<file path="config.mk">
export PLATFORM = sky130hd
export DESIGN_NAME = branch_predict_ctrl
export DESIGN_NICKNAME = d
export VERILOG_FILES = /design/src/rtl/branch_predict_ctrl.sv
export SDC_FILE = /design/constraint.sdc
export NUM_CORES = 2
export LEC_CHECK = 0
export CAP_MARGIN = 5
export CORE_MARGIN = 8
export CORE_UTILIZATION = 50
export CTS_BUF_LIST = sky130_fd_sc_hd__clkbuf_4
export DETAILED_ROUTE_END_ITERATION = 6
export GPL_ROUTABILITY_DRIVEN = 1
export PLACE_DENSITY = 0.66
export SLEW_MARGIN = 20
export SYNTH_ARGS = -nofsm -noshare
export SYNTH_HDL_FRONTEND = slang
export SYNTH_SLANG_ARGS = --single-unit
</file>
<file path="constraint.sdc">
create_clock -name i_clk -period 11.5 [get_ports i_clk]
set_input_delay 2.3 -clock i_clk [delete_from_list [all_inputs] [get_ports i_clk]]
set_output_delay 2.3 -clock i_clk [all_outputs]
set_load 0.02 [all_outputs]
</file>
<file path="src/rtl/branch_predict_ctrl.sv">
// Branch predictor and EX-stage redirect controller: direct-mapped table of
// 2-bit saturating counters with stored targets, plus branch/mispredict counters.
module branch_predict_ctrl #(
    parameter int INDEX_W = 6
) (
    input  logic        i_clk,
    input  logic        i_reset,
    input  logic [31:0] i_if_pc,
    output logic        o_pred_taken,
    output logic [31:0] o_pred_target,
    input  logic        i_ex_valid,
    input  logic        i_ex_is_branch,
    input  logic        i_ex_is_jump,
    input  logic [31:0] i_ex_pc,
    input  logic        i_ex_taken,
    input  logic [31:0] i_ex_target,
    input  logic        i_ex_pred_taken,
    input  logic [31:0] i_ex_pred_target,
    output logic        o_flush,
    output logic [31:0] o_redirect_pc,
    output logic [31:0] o_branch_cnt,
    output logic [31:0] o_mispred_cnt
);
    localparam int TAG_W = 30 - INDEX_W;
    localparam int DEPTH = 1 << INDEX_W;

    // Register arrays rather than block RAM: lookup is combinational and
    // reset must clear every entry in a single cycle.
    logic             valid_reg  [DEPTH];
    logic [TAG_W-1:0] tag_reg    [DEPTH];
    logic [31:0]      target_reg [DEPTH];
    logic [1:0]       ctr_reg    [DEPTH];
    logic [31:0]      branch_cnt_reg;
    logic [31:0]      mispred_cnt_reg;

    logic [INDEX_W-1:0] if_idx;
    logic [INDEX_W-1:0] ex_idx;
    logic [TAG_W-1:0]   if_tag;
    logic [TAG_W-1:0]   ex_tag;
    logic               if_hit;
    logic               ex_hit;
    logic               res;
    logic               actual;
    logic               mispredict;
    logic               entry_we;
    logic [1:0]         ctr_next;
    logic               if_pc_unused;

    assign if_idx       = i_if_pc[INDEX_W+1:2];
    assign if_tag       = i_if_pc[31:INDEX_W+2];
    assign ex_idx       = i_ex_pc[INDEX_W+1:2];
    assign ex_tag       = i_ex_pc[31:INDEX_W+2];
    assign if_pc_unused = ^i_if_pc[1:0];

    assign if_hit        = valid_reg[if_idx] && (tag_reg[if_idx] == if_tag);
    assign o_pred_taken  = if_hit && ctr_reg[if_idx][1];
    assign o_pred_target = o_pred_taken ? target_reg[if_idx] : 32'd0;

    assign res        = i_ex_valid && (i_ex_is_branch || i_ex_is_jump);
    assign actual     = i_ex_is_jump ? 1'b1 : i_ex_taken;
    assign mispredict = res && ((actual != i_ex_pred_taken) ||
                        (actual && i_ex_pred_taken && (i_ex_target != i_ex_pred_target)));

    assign o_flush       = mispredict;
    assign o_redirect_pc = !mispredict ? 32'd0 :
                           (actual ? i_ex_target : i_ex_pc + 32'd4);

    assign ex_hit   = valid_reg[ex_idx] && (tag_reg[ex_idx] == ex_tag);
    assign entry_we = res && (ex_hit || actual);

    // Jump takes priority over branch when both flags are set.
    always_comb begin
        ctr_next = ctr_reg[ex_idx];
        if (i_ex_is_jump) begin
            ctr_next = 2'b11;
        end else if (!ex_hit) begin
            ctr_next = 2'b10;
        end else if (actual) begin
            if (ctr_reg[ex_idx] != 2'b11) ctr_next = ctr_reg[ex_idx] + 2'd1;
        end else begin
            if (ctr_reg[ex_idx] != 2'b00) ctr_next = ctr_reg[ex_idx] - 2'd1;
        end
    end

    always_ff @(posedge i_clk) begin
        if (i_reset) begin
            for (int i = 0; i < DEPTH; i++) begin
                valid_reg[i] <= 1'b0;
                ctr_reg[i]   <= 2'b01;
            end
            branch_cnt_reg  <= 32'd0;
            mispred_cnt_reg <= 32'd0;
        end else begin
            if (res)        branch_cnt_reg  <= branch_cnt_reg + 32'd1;
            if (mispredict) mispred_cnt_reg <= mispred_cnt_reg + 32'd1;
            if (entry_we) begin
                valid_reg[ex_idx] <= 1'b1;
                tag_reg[ex_idx]   <= ex_tag;
                ctr_reg[ex_idx]   <= ctr_next;
                if (actual) target_reg[ex_idx] <= i_ex_target;
            end
        end
    end

    assign o_branch_cnt  = branch_cnt_reg;
    assign o_mispred_cnt = mispred_cnt_reg;
endmodule

</file>
# Word-level counts from Yosys, hierarchy flattened

Memory sizes are Yosys's and may differ from the RTL's.
Cells that the tools add are included.

Bits in registers: 64
Bits in latches: 0
Bits in writable memories: 3776
ROM bits: 0
Output and inout port bits: 130
Memories: 4

Memories:

| name       | depth | bits a word | rd ports | clocked after Yosys merged registers in | write ports | line | source |
|---|---|---|---|---|---|---|---|
| target_reg | 64    | 32          | 1        | 0                                       | 1           | 31   | `logic [31:0] target_reg [DEPTH];` |
| tag_reg    | 64    | 24          | 2        | 0                                       | 1           | 30   | `logic [TAG_W-1:0] tag_reg [DEPTH];` |
| ctr_reg    | 64    | 2           | 2        | 0                                       | 64          | 32   | `logic [1:0] ctr_reg [DEPTH];` |
| valid_reg  | 64    | 1           | 2        | 0                                       | 64          | 29   | `logic valid_reg [DEPTH];` |

Add/sub/neg operators: 5
Multiply operators: 0
Div/mod/pow operators: 0
Magnitude comparators: 0
Equality and inequality tests: 5
Shift-type cells: 0
Mux-type cells: 24
Bitwise operators: 0
Reductions and logical operators: 14

Operators by type and width:

| operator              | number |
|---|---|
| $mux 32               | 3 |
| $add 32x1->32 const B | 2 |
| $eq 24x24->1          | 2 |
| $add 32x3->32 const B | 1 |
| $ne 32x32->1          | 1 |
| $mux 1                | 13 |
| $mux 2                | 6 |
| $mux 6                | 2 |
| $logic_and 1x1->1     | 8 |
| $logic_or 1x1->1      | 3 |
| $add 2x1->2 const B   | 1 |
| $ne 2x2->1 const B    | 1 |
| $reduce_bool 2->1     | 1 |
| $reduce_or 2->1       | 1 |
| $sub 2x1->2 const B   | 1 |
| $ne 1x1->1            | 1 |
| $reduce_or 1->1       | 1 |

# Logic depth before layout (Yosys ltp)

An unclocked memory read counts as a cell.

Depth in word-level cells: 10
Mapped depth: 21
Depth with buffers taken out: 11

# Least setup slack after synthesis

OpenSTA, ideal clock, no wires.

Path kind: input to output
Start point: in i_if_pc[2]
End point: out o_pred_target[13]
Arrival time: 6434 ps
Data required time: 9200 ps
Path slack: 2766 ps
Stages on the path: 14
Path buffers: 5
Cell sequence: clkbuf_1 > clkbuf_1 > buf_1 > clkbuf_1 > mux4_2 > mux4_2 > mux2i_1 > nor2_1 > a21oi_1 > xnor2_1 > nor4_1 > nand4_1 > clkbuf_1 > a211oi_1

Longest elaborated chain between the ends: 5
Elaborated cells between the ends (all ways): 8
Classes of those cells: eq/ne: 1; mux: 1; reduce/logical: 2; memory: 4

RTL lines:

| item               | line | source |
|---|---|---|
| start: declaration | 8    | `input logic [31:0] i_if_pc,` |
| $mem_v2 64x24      | --   |  |
| $eq 24x24->1       | 55   | `assign if_hit = valid_reg[if_idx] && (tag_reg[if_idx] == if_tag);` |
| $logic_and 1x1->1  | 55   |  |
| $logic_and 1x1->1  | 56   | `assign o_pred_taken = if_hit && ctr_reg[if_idx][1];` |
| $mux 32 *          | 57   | `assign o_pred_target = o_pred_taken ? target_reg[if_idx] : 32'd0;` |
| end: declaration   | 10   | `output logic [31:0] o_pred_target,` |

Mark *: on every way between the ends. The rest lies on a longest branch, timed or not.

# Worst setup path in the final report

Start point: in i_if_pc[3]
End point: out o_pred_target[14]

Same word-level chain as after synthesis.

==> impl_metrics.toml <==
[global_route]
grt_pass1_wl_um = 743000
grt_start_max_net_pins = 141
track_usage = 0.310
grt_pass1_vias = 96505
overflow = 0
antenna_found_initial = 28

[timing]
final-setup-viol-count = 0
worst_slew_margin_rel = 0.181
post-route-period-util = 0.892
timing.final.hold_violations = 0
layout_setup_ws_ps = 1240
final-max-slew-violation-count = 0
fin_tns_setup_ps = 0
fin_skew_ps = 127
tightest_slew_ps = 1230
rsz0062_at_grt = "false"
min_period_ps = 10260
fmax_mhz = 97.5

[worst_setup_path]
path_max_fanout = 105
path_class = "in -> out"
crit_required_ps = 9200
worstPathCellList = "buf_8, buf_12, mux4_2, mux4_2, mux4_2, xnor2_1, nand4_1, a2111oi_0, buf_4, nand4_1, buf_4, a211oi_1, clkdlybuf4s50_1"
path_common_cell = "mux4_2"
critPathArrivalTime_ps = 7960
end_kind = "primary output"
cp_slowest_cell = "clkdlybuf4s50_1"
start_kind = "input port"
max_stage_delay_ps = 700

[die]
core_area_mm2 = 0.324
ios = 265
rows = 209
dieArea_mm2 = 0.344
die-height_um = 586
fp.dieW_um = 586
initial_core_util = 0.502

[worst_hold_path]
hold_class = "reg -> reg"

[layout]
largest_reg_flops = 2048
fin_cells = 14069
final_nets = 9148
drive_above_1_share = 0.358
syn_to_final_growth_pct = 13.6
utilization = 0.570

[logic_synthesis]
synth_nets = 8167
async_flop_share = 0
synth.area.top_cells = "edfxtp_1 (69%), mux4_2 (19%), dfxtp_1 (1.6%)"
synth_cell_types = 78
yosysMostFrequentCell = "edfxtp_1"
synth_edf_count = 3712
synth_common_cells = "edfxtp_1 (3712), mux4_2 (1386), clkbuf_1 (341), nor2_1 (252), mux2i_1 (249)"
synth_ff_type = "edfxtp_1"
netlist_area_mm2 = 0.163
yosysWarnings = 0
synth_top_cell_area_share = 0.686
synth-seq-cells = 3840
yosysTopAreaCell = "edfxtp_1"
syn_avg_cell_area_um2 = 20.3
synth.yosys.seq_area_share = 0.701
postSynthCellCount = 8028

[drt]
vias = 96341
drc = 8
drt_iter0_drc = 14258
ant_nets = 0
wl_per_cell_um = 38.6
wl_met3_um = 68300
routed.top_layer = "met5"
wl_um = 543000
drtPass1Iterations = 7
dr_wl_met2_um = 248000
vias_per_cell = 6.85
wl_met1_um = 185000

[outcome]
violations = "design-rule violations"
status = "finished, violations left"

[pwr]
p_int_uw = 21800
p_total_uw = 28600
power_density_mw_per_mm2 = 155
power_frac_seq = 0.538
sw_frac_of_total = 0.239
power_leakage_uw = 0.0586
power_frac_clock = 0.390
power_frac_comb = 0.072
power.switching_uw = 6840
vdd_drop_max_uv = 120

[clocking]
post_cts_resized = 0
cts_tree = "yes"
clock-sinks = 3840
clock_path_buffers = 4
clk_pin_slew_ps = 70
cts_buffers = 942
htreeDepth = 6
ctsHoldBuffers = 0
post_cts_buffers = 0
clock_latency_ps = 1720
cts_root_buffer = "clkbuf_4"

[placed_design]
gp_congestion = 0.934
place_ws_ps = 1320
dp_cells = 12390
post-dp-hpwl_um = 302000
port_buffers = 262

[flow_run]
cap_violations = 0
-- critical path, delay by kind of cell --
| kind | cells | cell delay [ps] |
|---|---|---|
| buf+inv | 5 | 2260 |
| simple gates | 2 | 450 |
| mux | 3 | 1410 |
| compound gates | 2 | 930 |
| xor+xnor | 1 | 170 |
-- metal layers --
layer,track usage,vias up
li1,-,37002
met1,0.388,50100
met2,0.475,7475
met3,0.0932,1734
met4,0.200,30
met5,0,-
-- power by group through the flow --
stage               registers [uW]  logic (uW)  clock network [uW]
floorplan                    15700        1130                   0
global route                 15400        2100               12000
global placement             15700        1990                   0
finish                       15400        2050               11200
detailed placement           15700        2010                   0
CTS                          15400        2020               11300
-- worst paths after layout --
check,start,endpoint,slack (ps),cells after the start
worst max-delay path,i_if_pc[3],o_pred_target[14],1240,13
worst max register to register,tag_reg[23][1],tag_reg[49][20],5440,14
worst min-delay path,valid_reg[20],valid_reg[20],490,1
worst min register to register,valid_reg[20],valid_reg[20],490,1
-- per-stage QoR --
stage,instance area (um^2),hold slack (ps)
2_1_floorplan,163000,438
3_3_place_gp,173000,450
3_5_place_dp,173000,467
4_1_cts,185000,485
5_1_grt,185000,505
6_report,185000,489
-- area by class of cell --
type	count	area, um^2
antenna	27	67.6
clock buffer	1323	9930
clock inverter	329	1830
fill	24490	139000
inverter	16	63.8
multi-input combinational	3570	46900
sequential	3840	114000
tap	4325	5410
timing repair buffer	639	6430
-- cells in the final DEF (no fill, tap or decap), types with 15 or more instances in the layout --
master           Yosys  layout
a211oi_1            45      45
a21o_1              49      49
a21oi_1             87      84
a221oi_1           128     128
a22o_1              18      18
a22oi_1            150     150
a311oi_1            19      17
a31oi_1             19      19
and3_1              32      31
buf_12               0      99
buf_2               95      59
buf_4               21     284
bufinv_16            0      15
clkbuf_4             0    1323
clkdlybuf4s50_1      0     189
clkinv_1             2     245
clkinv_2             0      29
dfxtp_1            128     128
diode_2              0      27
edfxtp_1          3712    3712
mux2_2              37      37
mux2i_1            249     249
mux4_2            1386    1386
nand2_1            207     199
nand3_1             89      88
nand4_1             40      40
nor2_1             252     167
nor2_4               0      84
nor2b_1             46      41
nor3_1             108      59
nor3_2               0      49
nor4_1              64      64
o21ai_0            124     123
o22ai_1             56      56
o2bb2ai_1           16      16
or3_1               24      23
xnor2_1             86      85
xor2_1              62      61
-- cells by family after synthesis --
group / Yosys count / synth area share
simple gates: 958 / 0.0293
xor+xnor: 148 / 0.00797
buf+inv: 618 / 0.0167
compound gates: 787 / 0.0344
flops: 3840 / 0.701
fa+ha+maj: 5 / 0.000369
mux: 1672 / 0.210
(Power assumes the default switching activity.)
